==> src/rtl/pep_common_param_pkg.sv <==
// Shared types and width helpers for the PEP blind-rotation body RAM.
// Error flags are single-cycle pulses; the read request is {parity, pid}.
package pep_common_param_pkg;

  typedef struct packed {
    logic wr_ovw;
    logic rd_rst;
  } boram_error_t;

  localparam int BORAM_RD_REQ_PARITY_W = 1;

  // Width of a BORAM read request / entry address: {parity, pid}.
  function automatic int boram_rd_req_w(input int pid_w);
    return pid_w + BORAM_RD_REQ_PARITY_W;
  endfunction

endpackage

==> src/rtl/pep_boram_ram.sv <==
// Simple dual-port body storage: one write port, one registered read port.
// Read samples the array before a same-edge write lands (read-before-write).
module pep_boram_ram #(
  parameter int DEPTH       = 32,
  parameter int ADDR_W      = 5,
  parameter int DATA_W      = 21,
  parameter int RAM_LATENCY = 2
) (
  input  logic              clk,
  input  logic              wr_en,
  input  logic [ADDR_W-1:0] wr_addr,
  input  logic [DATA_W-1:0] wr_data,
  input  logic              rd_en,
  input  logic [ADDR_W-1:0] rd_addr,
  output logic [DATA_W-1:0] rd_data
);

  logic [DATA_W-1:0] mem [DEPTH];
  logic [DATA_W-1:0] rd_pipe [RAM_LATENCY];

  // Array write, read capture and read-data delay line (contents need no reset).
  always_ff @(posedge clk) begin
    if (wr_en) begin
      mem[wr_addr] <= wr_data;
    end
    if (rd_en) begin
      rd_pipe[0] <= mem[rd_addr];
    end
    for (int i = 1; i < RAM_LATENCY; i++) begin
      rd_pipe[i] <= rd_pipe[i-1];
    end
  end

  assign rd_data = rd_pipe[RAM_LATENCY-1];

endmodule

==> src/rtl/pep_ks_boram.sv <==
// Key-switch body RAM: two parity banks of LWE bodies with per-entry valid bits,
// occupancy tracking and a fixed-latency, non-backpressured read return path.
module pep_ks_boram
  import pep_common_param_pkg::*;
#(
  parameter int TOTAL_PBS_NB = 16,
  parameter int PID_W        = $clog2(TOTAL_PBS_NB),
  parameter int LWE_COEF_W   = 21,
  parameter int RAM_LATENCY  = 2
) (
  input  logic                  clk,
  input  logic                  a_rst,
  input  logic                  ks_boram_wr_en,
  input  logic [LWE_COEF_W-1:0] ks_boram_data,
  input  logic [PID_W-1:0]      ks_boram_pid,
  input  logic                  ks_boram_parity,
  input  logic                  boram_rd_req_vld,
  output logic                  boram_rd_req_rdy,
  input  logic [PID_W-1:0]      boram_rd_req_pid,
  input  logic                  boram_rd_req_parity,
  output logic                  boram_rd_data_avail,
  output logic [LWE_COEF_W-1:0] boram_rd_data,
  output logic [PID_W-1:0]      boram_rd_pid,
  input  logic                  reset_cache,
  output logic [PID_W+1:0]      boram_occupancy,
  output boram_error_t          boram_error
);

  localparam int ADDR_W   = boram_rd_req_w(PID_W);
  localparam int ENTRY_NB = 2 * TOTAL_PBS_NB;
  localparam int OCC_W    = PID_W + 2;
  localparam logic [OCC_W-1:0] OCC_MAX  = OCC_W'(ENTRY_NB);
  localparam logic [OCC_W-1:0] OCC_ZERO = OCC_W'(0);

  logic [ADDR_W-1:0]     wr_addr;
  logic [ADDR_W-1:0]     rd_addr;
  logic [ENTRY_NB-1:0]   valid;
  logic [ENTRY_NB-1:0]   valid_next;
  logic                  wr_eff;
  logic                  rd_acc;
  logic                  same_entry;
  logic                  occ_inc;
  logic                  occ_dec;
  logic                  wr_ovw_next;
  logic [OCC_W-1:0]      occ_next;
  logic [RAM_LATENCY-1:0] avail_pipe;
  logic [PID_W-1:0]      pid_pipe [RAM_LATENCY];
  logic [LWE_COEF_W-1:0] ram_rd_data;

  assign wr_addr          = {ks_boram_parity, ks_boram_pid};
  assign rd_addr          = {boram_rd_req_parity, boram_rd_req_pid};
  assign boram_rd_req_rdy = valid[rd_addr] & ~reset_cache;
  assign rd_acc           = boram_rd_req_vld & boram_rd_req_rdy;
  assign wr_eff           = ks_boram_wr_en & ~reset_cache;
  // A write refilling the entry being read this cycle counts as a fresh fill.
  assign same_entry       = rd_acc & (rd_addr == wr_addr);
  assign occ_inc          = wr_eff & (~valid[wr_addr] | same_entry);
  assign occ_dec          = rd_acc;
  assign wr_ovw_next      = wr_eff & valid[wr_addr] & ~same_entry;

  // Next valid vector: read clears, write sets (write wins), cache reset clears all.
  always_comb begin
    valid_next = valid;
    for (int i = 0; i < ENTRY_NB; i++) begin
      valid_next[i] = (valid[i] & ~(rd_acc & (rd_addr == ADDR_W'(i))))
                    | (wr_eff & (wr_addr == ADDR_W'(i)));
    end
    valid_next = reset_cache ? {ENTRY_NB{1'b0}} : valid_next;
  end

  // Next occupancy, saturating at both ends.
  always_comb begin
    occ_next = boram_occupancy;
    if (reset_cache) begin
      occ_next = OCC_ZERO;
    end else begin
      case ({occ_inc, occ_dec})
        2'b10: occ_next = (boram_occupancy != OCC_MAX) ? boram_occupancy + OCC_W'(1) : boram_occupancy;
        2'b01: occ_next = (boram_occupancy != OCC_ZERO) ? boram_occupancy - OCC_W'(1) : boram_occupancy;
        default: occ_next = boram_occupancy;
      endcase
    end
  end

  // Entry-valid, occupancy and error-pulse registers.
  always_ff @(posedge clk or posedge a_rst) begin
    if (a_rst) begin
      valid           <= {ENTRY_NB{1'b0}};
      boram_occupancy <= OCC_ZERO;
      boram_error     <= 2'b00;
    end else begin
      valid              <= valid_next;
      boram_occupancy    <= occ_next;
      boram_error.wr_ovw <= wr_ovw_next;
      boram_error.rd_rst <= reset_cache & (|avail_pipe);
    end
  end

  // Tracks accepted reads alongside the RAM read latency.
  always_ff @(posedge clk or posedge a_rst) begin
    if (a_rst) begin
      avail_pipe <= {RAM_LATENCY{1'b0}};
      for (int i = 0; i < RAM_LATENCY; i++) begin
        pid_pipe[i] <= {PID_W{1'b0}};
      end
    end else begin
      avail_pipe[0] <= rd_acc;
      pid_pipe[0]   <= boram_rd_req_pid;
      for (int i = 1; i < RAM_LATENCY; i++) begin
        avail_pipe[i] <= avail_pipe[i-1];
        pid_pipe[i]   <= pid_pipe[i-1];
      end
    end
  end

  // Registered read-return port; data/pid hold between results.
  always_ff @(posedge clk or posedge a_rst) begin
    if (a_rst) begin
      boram_rd_data_avail <= 1'b0;
      boram_rd_data       <= {LWE_COEF_W{1'b0}};
      boram_rd_pid        <= {PID_W{1'b0}};
    end else begin
      boram_rd_data_avail <= avail_pipe[RAM_LATENCY-1];
      if (avail_pipe[RAM_LATENCY-1]) begin
        boram_rd_data <= ram_rd_data;
        boram_rd_pid  <= pid_pipe[RAM_LATENCY-1];
      end
    end
  end

  pep_boram_ram #(
    .DEPTH       (ENTRY_NB),
    .ADDR_W      (ADDR_W),
    .DATA_W      (LWE_COEF_W),
    .RAM_LATENCY (RAM_LATENCY)
  ) u_ram (
    .clk     (clk),
    .wr_en   (wr_eff),
    .wr_addr (wr_addr),
    .wr_data (ks_boram_data),
    .rd_en   (rd_acc),
    .rd_addr (rd_addr),
    .rd_data (ram_rd_data)
  );

endmodule

==> config.mk <==
export PLATFORM = sky130hd
export DESIGN_NAME = pep_ks_boram
export DESIGN_NICKNAME = d
export VERILOG_FILES = /design/src/rtl/pep_common_param_pkg.sv /design/src/rtl/pep_boram_ram.sv /design/src/rtl/pep_ks_boram.sv
export SDC_FILE = /design/constraint.sdc
export NUM_CORES = 1
export LEC_CHECK = 0
export ABC_CLOCK_PERIOD_IN_PS = 9500
export BUFFER_PORTS_ARGS = -buffer_cell sky130_fd_sc_hd__buf_2
export CAP_MARGIN = 20
export CELL_PAD_IN_SITES_DETAIL_PLACEMENT = 0
export CELL_PAD_IN_SITES_GLOBAL_PLACEMENT = 1
export CORE_MARGIN = 3
export CORE_UTILIZATION = 50
export DETAILED_ROUTE_END_ITERATION = 12
export PLACE_DENSITY = 0.75
export SLEW_MARGIN = 30
export SYNTH_ARGS = -nofsm -noshare
export SYNTH_HDL_FRONTEND = slang
export SYNTH_SLANG_ARGS = --single-unit
==> constraint.sdc <==
create_clock -name clk -period 9.5 [get_ports clk]
set_clock_uncertainty 0.15 [all_clocks]
set_input_delay 0.475 -clock clk [delete_from_list [all_inputs] [get_ports clk]]
set_output_delay 0.475 -clock clk [all_outputs]
set_load 0.005 [all_outputs]
-- Word-level counts from Yosys, hierarchy flattened
Memory sizes are Yosys's and may differ from the RTL's. A register that Yosys moved wholly into a read port is not among the register bits.
Cells that the tools add are included.
- register bits: 55
- memory bits (writable): 714
- bits of input ports: 36
- memories: 2
- $add $sub $neg: 2
- $lt $le $gt $ge: 2
- equality and inequality tests: 68
- multiplexer cells: 13
- bitwise logic cells: 172
- reduce and logical (&&, ||, !) cells: 6
- memories (memory ; words ; width ; rd ports ; clocked after Yosys merged registers in ; write ports ; RTL line ; RTL):
    u_ram.mem ; 32 ; 21 ; 1 ; 0 ; 1 ; pep_boram_ram.sv:18 ; logic [DATA_W-1:0] mem [DEPTH];
    u_ram.rd_pipe ; 2 ; 21 ; 2 ; 1 ; 2 ; pep_boram_ram.sv:19 ; logic [DATA_W-1:0] rd_pipe [RAM_LATENCY];
- operators by type and width (operator ; count):
    $eq A5 B5 Y1 const B ; 32
    $and A1 B1 Y1 ; 104
    $eq A5 B4 Y1 const B ; 16
    $eq A5 B3 Y1 const B ; 8
    $not A1 Y1 ; 35
    $or A1 B1 Y1 ; 33
    $mux W32 ; 1
    $eq A5 B2 Y1 const B ; 4
    $mux W6 ; 3
    $lt A5 B6 Y1 const B ; 2
    $pmux W6 S2 ; 1
    $bmux W1 S5 ; 2
    $eq A5 B1 Y1 const B ; 2
    $logic_not A5 Y1 ; 2
    $add A6 B1 Y6 const B ; 1
    $mux W1 ; 6
    $ne A3 B3 Y1 const B ; 2
    $ne A6 B6 Y1 const B ; 1
    $reduce_bool A6 Y1 ; 1
    $sub A6 B1 Y6 const B ; 1
    $eq A5 B5 Y1 ; 1
    $reduce_and A3 Y1 ; 1
    $reduce_bool A3 Y1 ; 1
    $eq A2 B1 Y1 const B ; 1
    2 further kinds ; 2

-- Logic depth before layout (Yosys ltp)
- depth in word-level cells: 10
- mapped depth: 16
- depth with buffers taken out: 14

-- Modules after synthesis
Synthesis repeated with hierarchy kept, for this count alone.
- cells, all modules: 1885
- area, all modules: 31458.9 µm²
- by module, submodules not included (module ; instances ; cells each ; area an instance (µm²) ; sequential area each (µm²)):
    pep_boram_ram ; 1 ; 1524 ; 27538.9 ; 21230.4
    pep_ks_boram ; 1 ; 361 ; 3920.0 ; 1901.8

-- Worst setup path after synthesis
OpenSTA, ideal clock, no wires.
- kind: input to register
- from: in ks_boram_pid[0]
- to: reg boram_occupancy[5]
- arrival: 3.113 ns
- setup slack: 6.104 ns
- stages: 14
- path through: buf_6 > mux4_2 > a22o_1 > o31a_1 > a21oi_1 > nor2_1 > ha_1 > a21o_1 > a21oi_1 > o21bai_1 > a21oi_1 > a211oi_1 > mux2i_1 > nand4_1
- cells in the longest elaborated chain, start to end: 8
- elaborated cells between the ends (all ways): 15
- classes of those cells: 5 x eq/ne; 4 x mux; 4 x bitwise; 2 x reduce/logical
- ends and longest elaborated chain (element ; RTL line ; RTL):
    start: declaration ; pep_ks_boram.sv:15 ; input logic [PID_W-1:0] ks_boram_pid,
    $bmux W1 S5 ; pep_ks_boram.sv:57 ; assign occ_inc = wr_eff & (~valid[wr_addr] | same_entry);
    $mux W1 (implied by the code) ; pep_ks_boram.sv:57 ;
    $not A1 Y1 ; pep_ks_boram.sv:57 ;
    $or A1 B1 Y1 * ; pep_ks_boram.sv:57 ;
    $and A1 B1 Y1 * ; pep_ks_boram.sv:57 ;
    $eq A2 B1 Y1 or $eq A2 B2 Y1 (tied branches) ; pep_ks_boram.sv:77 ; case ({occ_inc, occ_dec})
    $ne A3 B3 Y1 (no line), or another cell as far along ; - ;
    $reduce_and A3 Y1 (no line) or $mux W6 (tied branches) ; - ;
    end signal: assignment ; pep_ks_boram.sv:93 ; boram_occupancy <= occ_next;
    end: declaration ; pep_ks_boram.sv:25 ; output logic [PID_W+1:0] boram_occupancy,
Every way passes the cells marked *; elsewhere a longest branch is shown, timed or not. The select of a mux whose other input is x is not followed.
A chain may end at the register's enable or synchronous reset.

-- Worst setup path in the final report
- from: in boram_rd_req_pid[2]
- to: reg boram_occupancy[5]
- cells in the longest elaborated chain, start to end: 10
- elaborated cells between the ends (all ways): 16
- classes of those cells: 5 x eq/ne; 4 x mux; 5 x bitwise; 2 x reduce/logical
- ends and longest elaborated chain (element ; RTL line ; RTL):
    start: declaration ; pep_ks_boram.sv:19 ; input logic [PID_W-1:0] boram_rd_req_pid,
    $bmux W1 S5 ; pep_ks_boram.sv:52 ; assign boram_rd_req_rdy = valid[rd_addr] & ~reset_cache;
    $mux W1 (implied by the code) ; pep_ks_boram.sv:52 ;
    $and A1 B1 Y1 ; pep_ks_boram.sv:52 ;
    $and A1 B1 Y1 ; pep_ks_boram.sv:53 ; assign rd_acc = boram_rd_req_vld & boram_rd_req_rdy;
    $and A1 B1 Y1 ; pep_ks_boram.sv:56 ; assign same_entry = rd_acc & (rd_addr == wr_addr);
    $or A1 B1 Y1 ; pep_ks_boram.sv:57 ;
    $and A1 B1 Y1 ; pep_ks_boram.sv:57 ;
    $eq A2 B1 Y1 or $eq A2 B2 Y1 (tied branches) ; pep_ks_boram.sv:77 ;
    $ne A3 B3 Y1 (no line), or another cell as far along ; - ;
    $reduce_and A3 Y1 (no line) or $mux W6 (tied branches) ; - ;
Several ways; a longest one is shown, not always the timed one. The select of a mux whose other input is x is not followed.

==> metrics.md <==
| Metric | Value |
|---|---|
| Status | `finished clean` |
| PD cells | `about 210 nW/µm²` |
| RSZ-0062 raised after global routing | `false` |
| GPL Wtd Cong | `roughly 0.9` |
| WL/cell | `between 30 and 40 µm` |
| Min-Delay Endpoint | `pid_pipe[6]$_DFF_PP0_` |
| Syn Nets | `1504` |
| Pins Over Slew Limit | `0` |
| Hold Path Depth | `1` |
| I/O pin cnt | `71` |
| Final core utilization | `0.574` |
| Share of cells above drive strength 1 | `0.310` |
| Root Buffer | `clkbuf_16` |
| Final nets | `around 1600` |
| Initial Utilization | `0.507` |
| Most used DFF post-synth | `edfxtp_1` |
| Worst-margin pin slew | `between 1 and 1.5 ns` |
| Origin of the worst min-delay path | `boram_rd_req_pid[2]` |
| Post-CTS setup buffer count | `0` |
| Critical Path RT | `about 9.8 ns` |
| CP endpoint kind | `flip-flop` |
| Detail Placement HPWL | `just over 40 mm` |
| Final Cycle Share | `0.446` |
| Post-Synthesis Cell Area | `30700 µm²` |
| Finished layout cell area | `roughly 35000 µm²` |
| Core Box Area | `around 60000 µm²` |
| Max_cap viols | `0` |
| Overall Global Routing Usage | `0.234` |
| P_leak | `11.7 nW` |
| Crit-path leading delay family | `compound AO/OA/AOI/OAI gates` |
| Post-synth EDFFs | `approximately 690` |
| CTS Buffer Depth | `3` |
| Num CTS Buffers | `a little over 80` |
| Slew margin rel. | `0.314` |
| Final Hold Fails | `0` |
| FF-to-FF Start | `valid[11]$_DFF_PP0_` |
| Crit path DAT | `4.56 ns` |
| DIE AREA | `approximately 64000 µm²` |
| WS Path Type | `input port to flip-flop` |
| TritonCTS clock tree | `yes` |
| RR Endpoint | `boram_occupancy[5]$_DFFE_PP0P_` |
| Total clock sinks | `between 700 and 800` |
| CP Buf/Inv Count | `2` |
| Hold bufs inserted after CTS | `1` |
| Initial antenna violation count | `1` |
| Max Clock Freq | `236 MHz` |
| Synthesis warning total | `0` |
| Pin count of the biggest net entering global routing | `77` |
| Worst Path Max Fanout | `46` |
| Placed cells | `between 2000 and 2500` |
| Setup TNS | `0 ns` |
| Vias per inst | `~6.3` |
| Setup violators final | `0` |
| Synth Instances | `roughly 1500` |
| FF-to-FF path depth | `14` |
| Tot Pwr | `~7.4 mW` |
| Via count | `about 15000` |
| Dpl ws | `about 4.4 ns` |
| DRC | `0` |
| Post-Place Cell Area | `32100 µm²` |
| Slowest CP cell | `buf_4` |
| Width of the die | `254 µm` |
| Gr ovfl total | `0` |
| CTS H-Tree Depth | `3` |
| Yosys cell types | `62` |
| Peak VDD IR | `approximately 0.11 mV` |
| Syn avg cell area | `~21 µm²` |
| Layout Cells excl Fill | `roughly 2400` |
| Yosys reg bits | `790` |
| Final WS setup | `5.26 ns` |
| Worst hold slack | `0.0642 ns` |
| Die Span Y | `between 200 and 300 µm` |
| Sequential share of the synthesized area | `0.753` |
| HP Class | `input port to flip-flop` |
| Flop-to-flop setup slack | `between 5 and 6 ns` |
| I/O Buffers | `70` |
| First-pass detailed-route iteration total | `7` |
| Synth-to-layout area growth | `13.2%` |
| Clock Latency Late Sink | `between 0.6 and 0.7 ns` |
| DRT Wirelength | `about 73 mm` |
| Cell Chain, Critical Path | `buf_4 -> buf_4 -> mux2i_1 -> a211oi_1 -> nand3_1 -> nand4_1 -> nand3_4 -> nor2_1 -> ha_1 -> a21o_1 -> a21oi_1 -> o21bai_1 -> a21oi_1 -> a211oi_1 -> mux2i_1 -> nand4_1` |
| Final min period | `4.24 ns` |
| Row count | `90` |
| Crit start category | `input port` |
| Clock slew at reported path FFs | `roughly 0.06 ns` |
| FFs w/ async S/R, synth | `0.0962` |
| N_diodes | `0` |
| DR iter-0 viols | `approximately 2000` |
| Antenna Violating Nets Remaining | `0` |
| Vias in the first global route | `approximately 15000` |
| CP peak stage delay | `0.76 ns` |
| Post-cts sizing count | `0` |
| Global-route wire length before repair | `~110 mm` |
==> placed cells by master, fill, tap and decap left out, types with 7 or more instances in the layout <==
cell / count
clkinv_2: 18
inv_1: 12
buf_2: 67
dfxtp_1: 21
dfrtp_1: 76
bufinv_16: 8
mux4_2: 214
mux2i_1: 18
nor2_1: 22
clkbuf_16: 82
clkbuf_1: 16
o21ai_0: 25
a31oi_1: 16
buf_4: 35
nor3_1: 11
nand3_1: 9
mux2_2: 28
nor2b_1: 7
edfxtp_1: 693
a311oi_1: 8
a21oi_1: 12
clkinv_1: 26
nand2_1: 98
==> cell usage after synthesis, types with 4 or more instances <==
library cell / n / share of area
o21ai_0: 25 / 0.0041
a211oi_1: 6 / 0.0015
buf_2: 25 / 0.0041
xor2_1: 5 / 0.0014
nand2_1: 98 / 0.012
dfrtp_1: 76 / 0.062
a21oi_1: 12 / 0.0020
nor2_1: 30 / 0.0037
and2_1: 6 / 0.0012
a311oi_1: 8 / 0.0023
ha_1: 4 / 0.0016
inv_1: 31 / 0.0038
mux4_2: 214 / 0.16
buf_1: 10 / 0.0012
mux2_2: 28 / 0.010
dfxtp_1: 21 / 0.014
mux2i_1: 18 / 0.0059
a31oi_1: 16 / 0.0033
and3_1: 5 / 0.0010
clkbuf_1: 38 / 0.0046
nor2b_1: 9 / 0.0018
nand3_1: 9 / 0.0015
edfxtp_1: 693 / 0.68
a22oi_1: 4 / 0.00098
xnor2_1: 4 / 0.0011
nor3_1: 11 / 0.0018
==> report_power, final <==
part	leakage (nW)	switching, mW	internal, mW
logic	2.96	0.222	0.175
registers	7.41	0.0255	3.84
clock network	1.28	1.30	1.83
total	11.7	1.55	5.85
==> cells by family (layout without fill, tap and decap cells) <==
kind of cell | after synthesis | count (layout) | synth area share
simple gates | 194 | 194 | 0.0308
flops | 790 | 790 | 0.753
mux | 264 | 264 | 0.175
compound gates | 88 | 88 | 0.0202
buf+inv | 113 | 294 | 0.0159
xor+xnor | 9 | 9 | 0.00257
fa+ha+maj | 5 | 5 | 0.00228
==> layer usage <==
metal | GRT usage | share of wire
met1 | 0.350 | 0.42
met2 | 0.351 | 0.47
met3 | 0.0516 | 0.090
met4 | 0.0695 | 0.024
met5 | 0 | 0
==> area by class of cell <==
cell class              instances  area (µm²)
well taps                     782         978
repair buffers                112         764
clock inverters                47         472
flip-flops and latches        790       23100
multi-input cells             560        7140
fillers                      4405       25800
inverters                      34         130
clock buffers                 101        2150
==> sequential cells by signal (all words and copies together) (netlist names) <==
name	count
u_ram.rd_pipe	42
boram_rd_data	21
u_ram.mem	672
boram_rd_data_avail	1
boram_occupancy	6
boram_rd_pid	4
pid_pipe	8
valid	32
avail_pipe	2
boram_error	2
==> how the worst max path moves through the flow <==
stage | from | to | slack (ns) | cells after the start
finish | boram_rd_req_pid[2] | boram_occupancy[5]$_DFFE_PP0P_ | 5.26 | 16
global route | boram_rd_req_pid[0] | boram_occupancy[5]$_DFFE_PP0P_ | 4.95 | 16
detailed placement | boram_rd_req_pid[0] | boram_occupancy[5]$_DFFE_PP0P_ | 4.37 | 16
floorplan | ks_boram_pid[0] | boram_occupancy[5]$_DFFE_PP0P_ | 6.10 | 14
global placement | boram_rd_req_pid[0] | boram_occupancy[5]$_DFFE_PP0P_ | 4.44 | 16
CTS | boram_rd_req_pid[0] | boram_occupancy[5]$_DFFE_PP0P_ | 5.01 | 16
Power figures use the tool's default switching activity.
